--- config.mk ---
export PLATFORM = sky130hd
export DESIGN_NAME = ssd_scan_driver_flat
export DESIGN_NICKNAME = d
export VERILOG_FILES = /design/src/rtl/ssd_scan_driver_if.sv /design/src/rtl/ssd_scan_driver.sv /design/src/flat_wrapper.sv
export SDC_FILE = /design/constraint.sdc
export NUM_CORES = 1
export LEC_CHECK = 0
export BUFFER_PORTS_ARGS = -buffer_cell sky130_fd_sc_hd__buf_2
export CAP_MARGIN = 10
export CORE_MARGIN = 2
export CORE_UTILIZATION = 30
export CTS_CLUSTER_SIZE = 30
export DETAILED_ROUTE_END_ITERATION = 8
export MAX_ROUTING_LAYER = met4
export PLACE_DENSITY_LB_ADDON = 0.25
export SLEW_MARGIN = 10
export SYNTH_ARGS = -nofsm -noshare
export SYNTH_HDL_FRONTEND = slang
export SYNTH_SLANG_ARGS = --single-unit
--- constraint.sdc ---
create_clock -name i_CLK -period 7.2 [get_ports i_CLK]
set_input_delay 0 -clock i_CLK [delete_from_list [all_inputs] [get_ports i_CLK]]
set_output_delay 0 -clock i_CLK [all_outputs]
set_load 0.03 [all_outputs]
--- src/rtl/ssd_scan_driver_if.sv ---
// Stopwatch-to-display bundle for ssd_scan_driver.
// master = the stopwatch side (drives digit values), slave = the scan driver.
interface ssd_scan_driver_if;
  logic       i_Enable;
  logic [3:0] i_Digit_1_val;
  logic [3:0] i_Digit_2_val;
  logic [3:0] i_Digit_3_val;
  logic [3:0] i_Digit_4_val;
  logic [3:0] i_DP;
  logic [3:0] o_Anode;
  logic [6:0] o_Cathode;
  logic       o_DP;
  logic       o_Frame_Tick;

  modport master (
    output i_Enable, i_Digit_1_val, i_Digit_2_val, i_Digit_3_val, i_Digit_4_val, i_DP,
    input  o_Anode, o_Cathode, o_DP, o_Frame_Tick
  );

  modport slave (
    input  i_Enable, i_Digit_1_val, i_Digit_2_val, i_Digit_3_val, i_Digit_4_val, i_DP,
    output o_Anode, o_Cathode, o_DP, o_Frame_Tick
  );
endinterface

--- src/rtl/ssd_scan_driver.sv ---
// Time-multiplexed driver for a 4-digit common-anode seven-segment display.
// Each digit slot is c_REFRESH_DIV cycles: c_BLANK_CYCLES dark, then lit.
// Digit values are snapshotted at each frame start so a frame never tears.
// Optional macro SSD_LEADING_ZERO_BLANK_EN suppresses leading zero digits 1-3.
module ssd_scan_driver #(
  parameter int c_REFRESH_DIV  = 100000,
  parameter int c_BLANK_CYCLES = 1000
) (
  input logic i_CLK,
  input logic i_RST_N,
  ssd_scan_driver_if.slave bus
);

  localparam int CNT_W = (c_REFRESH_DIV > 1) ? $clog2(c_REFRESH_DIV) : 1;
  localparam logic [CNT_W-1:0] LAST_COUNT  = CNT_W'(c_REFRESH_DIV - 1);
  localparam logic [CNT_W-1:0] TICK_PREV   = CNT_W'(c_REFRESH_DIV - 2);
  localparam logic [CNT_W-1:0] BLANK_LAST  = CNT_W'(c_BLANK_CYCLES - 1);
  localparam logic             SHOW_IS_ONE = (c_BLANK_CYCLES == c_REFRESH_DIV - 1);

  typedef enum logic [1:0] {
    ST_OFF,
    ST_BLANK,
    ST_SHOW
  } state_t;

  state_t           state;
  logic [1:0]       slot;
  logic [CNT_W-1:0] count;
  logic [3:0]       snap_digit [4];
  logic [3:0]       snap_dp;
  logic             take_snap;
  logic [3:0]       suppress;
  logic [3:0]       show_anode;
  logic [6:0]       show_cathode;
  logic             show_dp;

  function automatic logic [6:0] seg_decode(input logic [3:0] v);
    case (v)
      4'h0: seg_decode = 7'b1000000;
      4'h1: seg_decode = 7'b1111001;
      4'h2: seg_decode = 7'b0100100;
      4'h3: seg_decode = 7'b0110000;
      4'h4: seg_decode = 7'b0011001;
      4'h5: seg_decode = 7'b0010010;
      4'h6: seg_decode = 7'b0000010;
      4'h7: seg_decode = 7'b1111000;
      4'h8: seg_decode = 7'b0000000;
      4'h9: seg_decode = 7'b0010000;
      4'hA: seg_decode = 7'b0001000;
      4'hB: seg_decode = 7'b0000011;
      4'hC: seg_decode = 7'b1000110;
      4'hD: seg_decode = 7'b0100001;
      4'hE: seg_decode = 7'b0000110;
      default: seg_decode = 7'b0001110;
    endcase
  endfunction

  // Snapshot at frame start: leaving OFF, or wrapping from the last cycle of slot 3.
  always_comb begin
    take_snap = bus.i_Enable &&
                ((state == ST_OFF) ||
                 (state == ST_SHOW && count == LAST_COUNT && slot == 2'd3));
  end

  // Leading-zero mask over the snapshot; digit 4 (slot 3) is never suppressed.
  always_comb begin
    suppress = 4'b0000;
`ifdef SSD_LEADING_ZERO_BLANK_EN
    suppress[0] = (snap_digit[0] == 4'h0);
    suppress[1] = suppress[0] && (snap_digit[1] == 4'h0);
    suppress[2] = suppress[1] && (snap_digit[2] == 4'h0);
`endif
  end

  // What the current slot shows once its dark period ends.
  always_comb begin
    show_anode   = suppress[slot] ? 4'b1111 : ~(4'b1000 >> slot);
    show_cathode = suppress[slot] ? 7'b1111111 : seg_decode(snap_digit[slot]);
    show_dp      = ~snap_dp[2'd3 - slot];
  end

  // Frame snapshot registers.
  always_ff @(posedge i_CLK or negedge i_RST_N) begin
    if (!i_RST_N) begin
      for (int i = 0; i < 4; i++) snap_digit[i] <= 4'h0;
      snap_dp <= 4'h0;
    end else if (take_snap) begin
      snap_digit[0] <= bus.i_Digit_1_val;
      snap_digit[1] <= bus.i_Digit_2_val;
      snap_digit[2] <= bus.i_Digit_3_val;
      snap_digit[3] <= bus.i_Digit_4_val;
      snap_dp       <= bus.i_DP;
    end
  end

  // Scan FSM: slot/cycle counters and registered display outputs.
  always_ff @(posedge i_CLK or negedge i_RST_N) begin
    if (!i_RST_N) begin
      state            <= ST_OFF;
      slot             <= 2'd0;
      count            <= '0;
      bus.o_Anode      <= 4'b1111;
      bus.o_Cathode    <= 7'b1111111;
      bus.o_DP         <= 1'b1;
      bus.o_Frame_Tick <= 1'b0;
    end else if (!bus.i_Enable) begin
      state            <= ST_OFF;
      slot             <= 2'd0;
      count            <= '0;
      bus.o_Anode      <= 4'b1111;
      bus.o_Cathode    <= 7'b1111111;
      bus.o_DP         <= 1'b1;
      bus.o_Frame_Tick <= 1'b0;
    end else begin
      case (state)
        ST_OFF: begin
          state            <= ST_BLANK;
          slot             <= 2'd0;
          count            <= '0;
          bus.o_Anode      <= 4'b1111;
          bus.o_Cathode    <= 7'b1111111;
          bus.o_DP         <= 1'b1;
          bus.o_Frame_Tick <= 1'b0;
        end
        ST_BLANK: begin
          count <= count + 1'b1;
          if (count == BLANK_LAST) begin
            state            <= ST_SHOW;
            bus.o_Anode      <= show_anode;
            bus.o_Cathode    <= show_cathode;
            bus.o_DP         <= show_dp;
            bus.o_Frame_Tick <= SHOW_IS_ONE && (slot == 2'd3);
          end
        end
        ST_SHOW: begin
          if (count == LAST_COUNT) begin
            state            <= ST_BLANK;
            count            <= '0;
            slot             <= slot + 2'd1;
            bus.o_Anode      <= 4'b1111;
            bus.o_Cathode    <= 7'b1111111;
            bus.o_DP         <= 1'b1;
            bus.o_Frame_Tick <= 1'b0;
          end else begin
            count            <= count + 1'b1;
            bus.o_Frame_Tick <= (slot == 2'd3) && (count == TICK_PREV);
          end
        end
        default: begin
          state            <= ST_OFF;
          slot             <= 2'd0;
          count            <= '0;
          bus.o_Anode      <= 4'b1111;
          bus.o_Cathode    <= 7'b1111111;
          bus.o_DP         <= 1'b1;
          bus.o_Frame_Tick <= 1'b0;
        end
      endcase
    end
  end

endmodule

--- src/flat_wrapper.sv ---
// flat-port wrapper written by rule: the top's interface ports become plain ports
module ssd_scan_driver_flat 
#(
  parameter int c_REFRESH_DIV  = 100000,
  parameter int c_BLANK_CYCLES = 1000
)
  (i_CLK, i_RST_N, bus_i_Enable, bus_i_Digit_1_val, bus_i_Digit_2_val, bus_i_Digit_3_val, bus_i_Digit_4_val, bus_i_DP, bus_o_Anode, bus_o_Cathode, bus_o_DP, bus_o_Frame_Tick);
  ssd_scan_driver_if bus_i ();
  input logic i_CLK;
  input logic i_RST_N;
  input wire logic [$bits(bus_i.i_Enable)-1:0] bus_i_Enable;
  input wire logic [$bits(bus_i.i_Digit_1_val)-1:0] bus_i_Digit_1_val;
  input wire logic [$bits(bus_i.i_Digit_2_val)-1:0] bus_i_Digit_2_val;
  input wire logic [$bits(bus_i.i_Digit_3_val)-1:0] bus_i_Digit_3_val;
  input wire logic [$bits(bus_i.i_Digit_4_val)-1:0] bus_i_Digit_4_val;
  input wire logic [$bits(bus_i.i_DP)-1:0] bus_i_DP;
  output wire logic [$bits(bus_i.o_Anode)-1:0] bus_o_Anode;
  output wire logic [$bits(bus_i.o_Cathode)-1:0] bus_o_Cathode;
  output wire logic [$bits(bus_i.o_DP)-1:0] bus_o_DP;
  output wire logic [$bits(bus_i.o_Frame_Tick)-1:0] bus_o_Frame_Tick;
  assign bus_i.i_Enable = bus_i_Enable;
  assign bus_i.i_Digit_1_val = bus_i_Digit_1_val;
  assign bus_i.i_Digit_2_val = bus_i_Digit_2_val;
  assign bus_i.i_Digit_3_val = bus_i_Digit_3_val;
  assign bus_i.i_Digit_4_val = bus_i_Digit_4_val;
  assign bus_i.i_DP = bus_i_DP;
  assign bus_o_Anode = bus_i.o_Anode;
  assign bus_o_Cathode = bus_i.o_Cathode;
  assign bus_o_DP = bus_i.o_DP;
  assign bus_o_Frame_Tick = bus_i.o_Frame_Tick;
  ssd_scan_driver #(.c_REFRESH_DIV(c_REFRESH_DIV), .c_BLANK_CYCLES(c_BLANK_CYCLES)) u_core (.i_CLK(i_CLK), .i_RST_N(i_RST_N), .bus(bus_i));
endmodule
==> qor.txt <==
worst vdd ir: 0.0761 mV
Worst Max-Slew Pin Slew: 840 ps
FP Rows: 38
Vias: 2644
ys async rst share: 100%
compound-gate portion of the synthesized area: 17.0%
CP Max Fanout: 22
drt pass-1 iters: 4
Core Footprint: 0.0109 sq mm
CTS Buf Count: 5
mapped cell area: 0.00337 sq mm
CP Capture Type: flip-flop
Clock Pin Slew Worst Setup and Hold Paths: 110 ps
sequential area share after synthesis: 40.5%
initial antenna violation count: 0
fraction of layout cells with a size suffix above 1: 21.4%
R2R Path Start: u_core.count[13]$_DFF_PN0_
Pwr per Cell Area: 191 mW/mm^2
CP max-delay cell: or4_4
Synth Instances: 333
initial drt markers: 160
DIE WIDTH: 110 um
placer congestion estimate: 0.766
Top FF cell, synth: dfrtp_1
Final HPWL DP: 5090 um
CTS tree: done
H-Tree Depth: 2
Hold Crit Start: bus_i_Enable
post-synth cell types: 45
highest clock rate: 0.379 GHz
commonest non-fill, non-tap cell in the layout: dfrtp_1
Slew Viols, Final: 0
xor/xnor share of the synthesized area: 2.34%
Setup TNS: 0 ps
Synth Register Bits: 54
Final Skew: 16.1 ps
syn avg cell area: 10.1 sq um
Buffers on Ports: 35
Clock Path Buffers: 2
switching part of the total: 32.3%
outcome: completed
post-placement cell count: 484
Starting Density: 31.0%
min Tclk post-route: 2640 ps
Die Y: 110 um
Overflow after GRT: 0
reg2reg setup slack: 4560 ps
largest net degree at the start of global routing: 55
clk sink count: 54
WHS Path Cells: 3
worst skew pair latency: 320 ps
Layout Cells excl Fill: 513
WHS Endpoint: u_core.snap_digit[5]$_DFFE_PN0P_
leading cell types in the layout, fill and taps excluded: dfrtp_1 (42), nand2_1 (35), buf_2 (35)
Fin. Hold Viols: 0
vias in the first global route: 2596
Logic pwr share: 27.0%
vias per cell: 5.15
worst path cell trace: or4_4, or4_4, o31a_1, o211ai_1
PostCTS Resize Cnt: 0
clock root buffer: clkbuf_8
final wirelength: 7710 um
Area Growth Syn to Fin: 15.7%
synthesized-area fraction occupied by adder cells: 5.93%
Die Footprint: 0.0121 sq mm
Flop pwr share: 49.8%
hold crit path type: in2reg
post-synthesis simple-gate area fraction: 18.2%
MaxCap Viol Count: 0
Sw Pwr: 240 uW
Arr. time, crit path: 2860 ps
Crit path required time: 7430 ps
Tcrit/Tclk final: 36.6%
Cell Int Power: 504 uW
critical path buffer and inverter count: 0
leak pwr: 0.00147 uW
Reg2Reg Depth: 4
Synthesis Warnings: 0
endpoints failing setup: 0
CP delay by family, top: simple AND/OR/NAND/NOR gates
first-pass GRT wire length: 13200 um
worst setup path class: reg2reg
post-route ant nets: 0
CP Launch Type: flip-flop
worst reg2reg endpoint: u_core.snap_dp[1]$_DFFE_PN0P_
# IOs: 36
Net Count, Synth: 372
number of flops mapped to enable cells by yosys: 0
wire length per cell: 15.0 um
main combinational cell family by area after synthesis: simple AND/OR/NAND/NOR gates
unrepaired setup endpoints after global routing: no
Layout Nets: 411
Clock Power Share: 23.2%
Antenna Cells: 0
mux contribution to synthesized area: 10.4%
most frequent cell on the critical path: or4_4
Crit path largest cell delay: 640 ps
relative slew slack: 44.0%
All-Layer GR Usage: 14.2%
DR DRC count: 0
-- cell usage after synthesis (9+ instances only) --
master     n  area, sq um
dfrtp_1   42         1050
nand2_1   35          131
nand2b_1  23          144
o211ai_1  23          173
inv_1     18         67.6
o311ai_0  18          158
clkbuf_1  16         60.1
ha_1      16          200
nor2_1    14         52.6
dfstp_2   12          315
nand3_1    9         45.0
-- layout make-up --
| class | instances | area [sq um] |
|---|---|---|
| Tap cell | 140 | 175 |
| Multi-Input combinational cell | 236 | 1820 |
| Clock inverter | 1 | 7.51 |
| Timing Repair Buffer | 57 | 393 |
| Fill cell | 1113 | 6990 |
| Sequential cell | 54 | 1370 |
| Inverter | 18 | 67.6 |
| Clock buffer | 7 | 76.3 |
-- cells by family after synthesis --
| logic type | Yosys count |
|---|---|
| compound gates | 73 |
| xor+xnor | 9 |
| fa+ha+maj | 16 |
| buf+inv | 43 |
| flops | 54 |
| mux | 24 |
| simple gates | 114 |
-- how the worst max path moves through the flow --
stage / start / end / slack, ps / depth (start not counted)
CTS: u_core.count[13]$_DFF_PN0_ / u_core.snap_dp[1]$_DFFE_PN0P_ / 4560 / 4
finish: u_core.count[13]$_DFF_PN0_ / u_core.snap_dp[1]$_DFFE_PN0P_ / 4560 / 4
detailed placement: u_core.count[13]$_DFF_PN0_ / u_core.snap_dp[1]$_DFFE_PN0P_ / 4560 / 4
floorplan: u_core.count[13]$_DFF_PN0_ / u_core.bus.o_Anode[0]$_DFFE_PN1P_ / 4920 / 5
global route: u_core.count[13]$_DFF_PN0_ / u_core.snap_digit[3]$_DFFE_PN0P_ / 4440 / 4
global placement: u_core.count[13]$_DFF_PN0_ / u_core.snap_digit[11]$_DFFE_PN0P_ / 4600 / 4
-- metrics by stage --
| stage | setup WS [ps] | util [%] | power, uW | hold slack [ps] | cell area, sq um |
|---|---|---|---|---|---|
| after CTS | 4560 | 35.8 | 754 | 296 | 3900 |
| after floorplan | 4920 | - | 520 | -296 | 3370 |
| after global routing | 4440 | 35.8 | 796 | 350 | 3900 |
| after global placement | 4600 | 33.1 | 565 | 183 | 3610 |
| after detailed placement | 4560 | 33.1 | 569 | 181 | 3610 |
| final | 4560 | 35.8 | 744 | 306 | 3900 |
-- power by group through the flow --
| stage | Sequential (uW) | Combinational [uW] | Clock [uW] |
|---|---|---|---|
| finish | 371 | 201 | 173 |
| global route | 377 | 225 | 194 |
| CTS | 370 | 203 | 181 |
| global placement | 376 | 189 | 0 |
| detailed placement | 376 | 194 | 0 |
| floorplan | 380 | 140 | 0 |
-- flip-flops by register name (all words and copies together), names as in the netlist --
name / cells
u_core.bus.o_Anode: 4
u_core.bus.o_Cathode: 7
u_core.bus.o_DP: 1
u_core.bus.o_Frame_Tick: 1
u_core.count: 17
u_core.slot: 2
u_core.snap_digit: 16
u_core.snap_dp: 4
u_core.state: 2
-- metal layers --
layer | share of wire [%] | vias up | global-route usage, %
met2 | 45 | 41 | 21.0
met4 | 1.0 | 0 | 4.16
li1 | - | 1304 | -
met3 | 2.6 | 5 | 1.76
met1 | 52 | 1294 | 20.4
met5 | 0 | - | -
-- worst reg2reg max path: stages (launching register included) --
cell and delay, ps:
dfrtp_1 430, or4_4 590, or4_4 640, o31a_1 600, o211ai_1 290
-- repair_timing --
action | CTS | global route
endpoints found under the hold margin | 62 | 0
setup buffers | 0 | 0
hold buffers | 21 | 0
No activity file was read; power rests on OpenSTA's default activity.
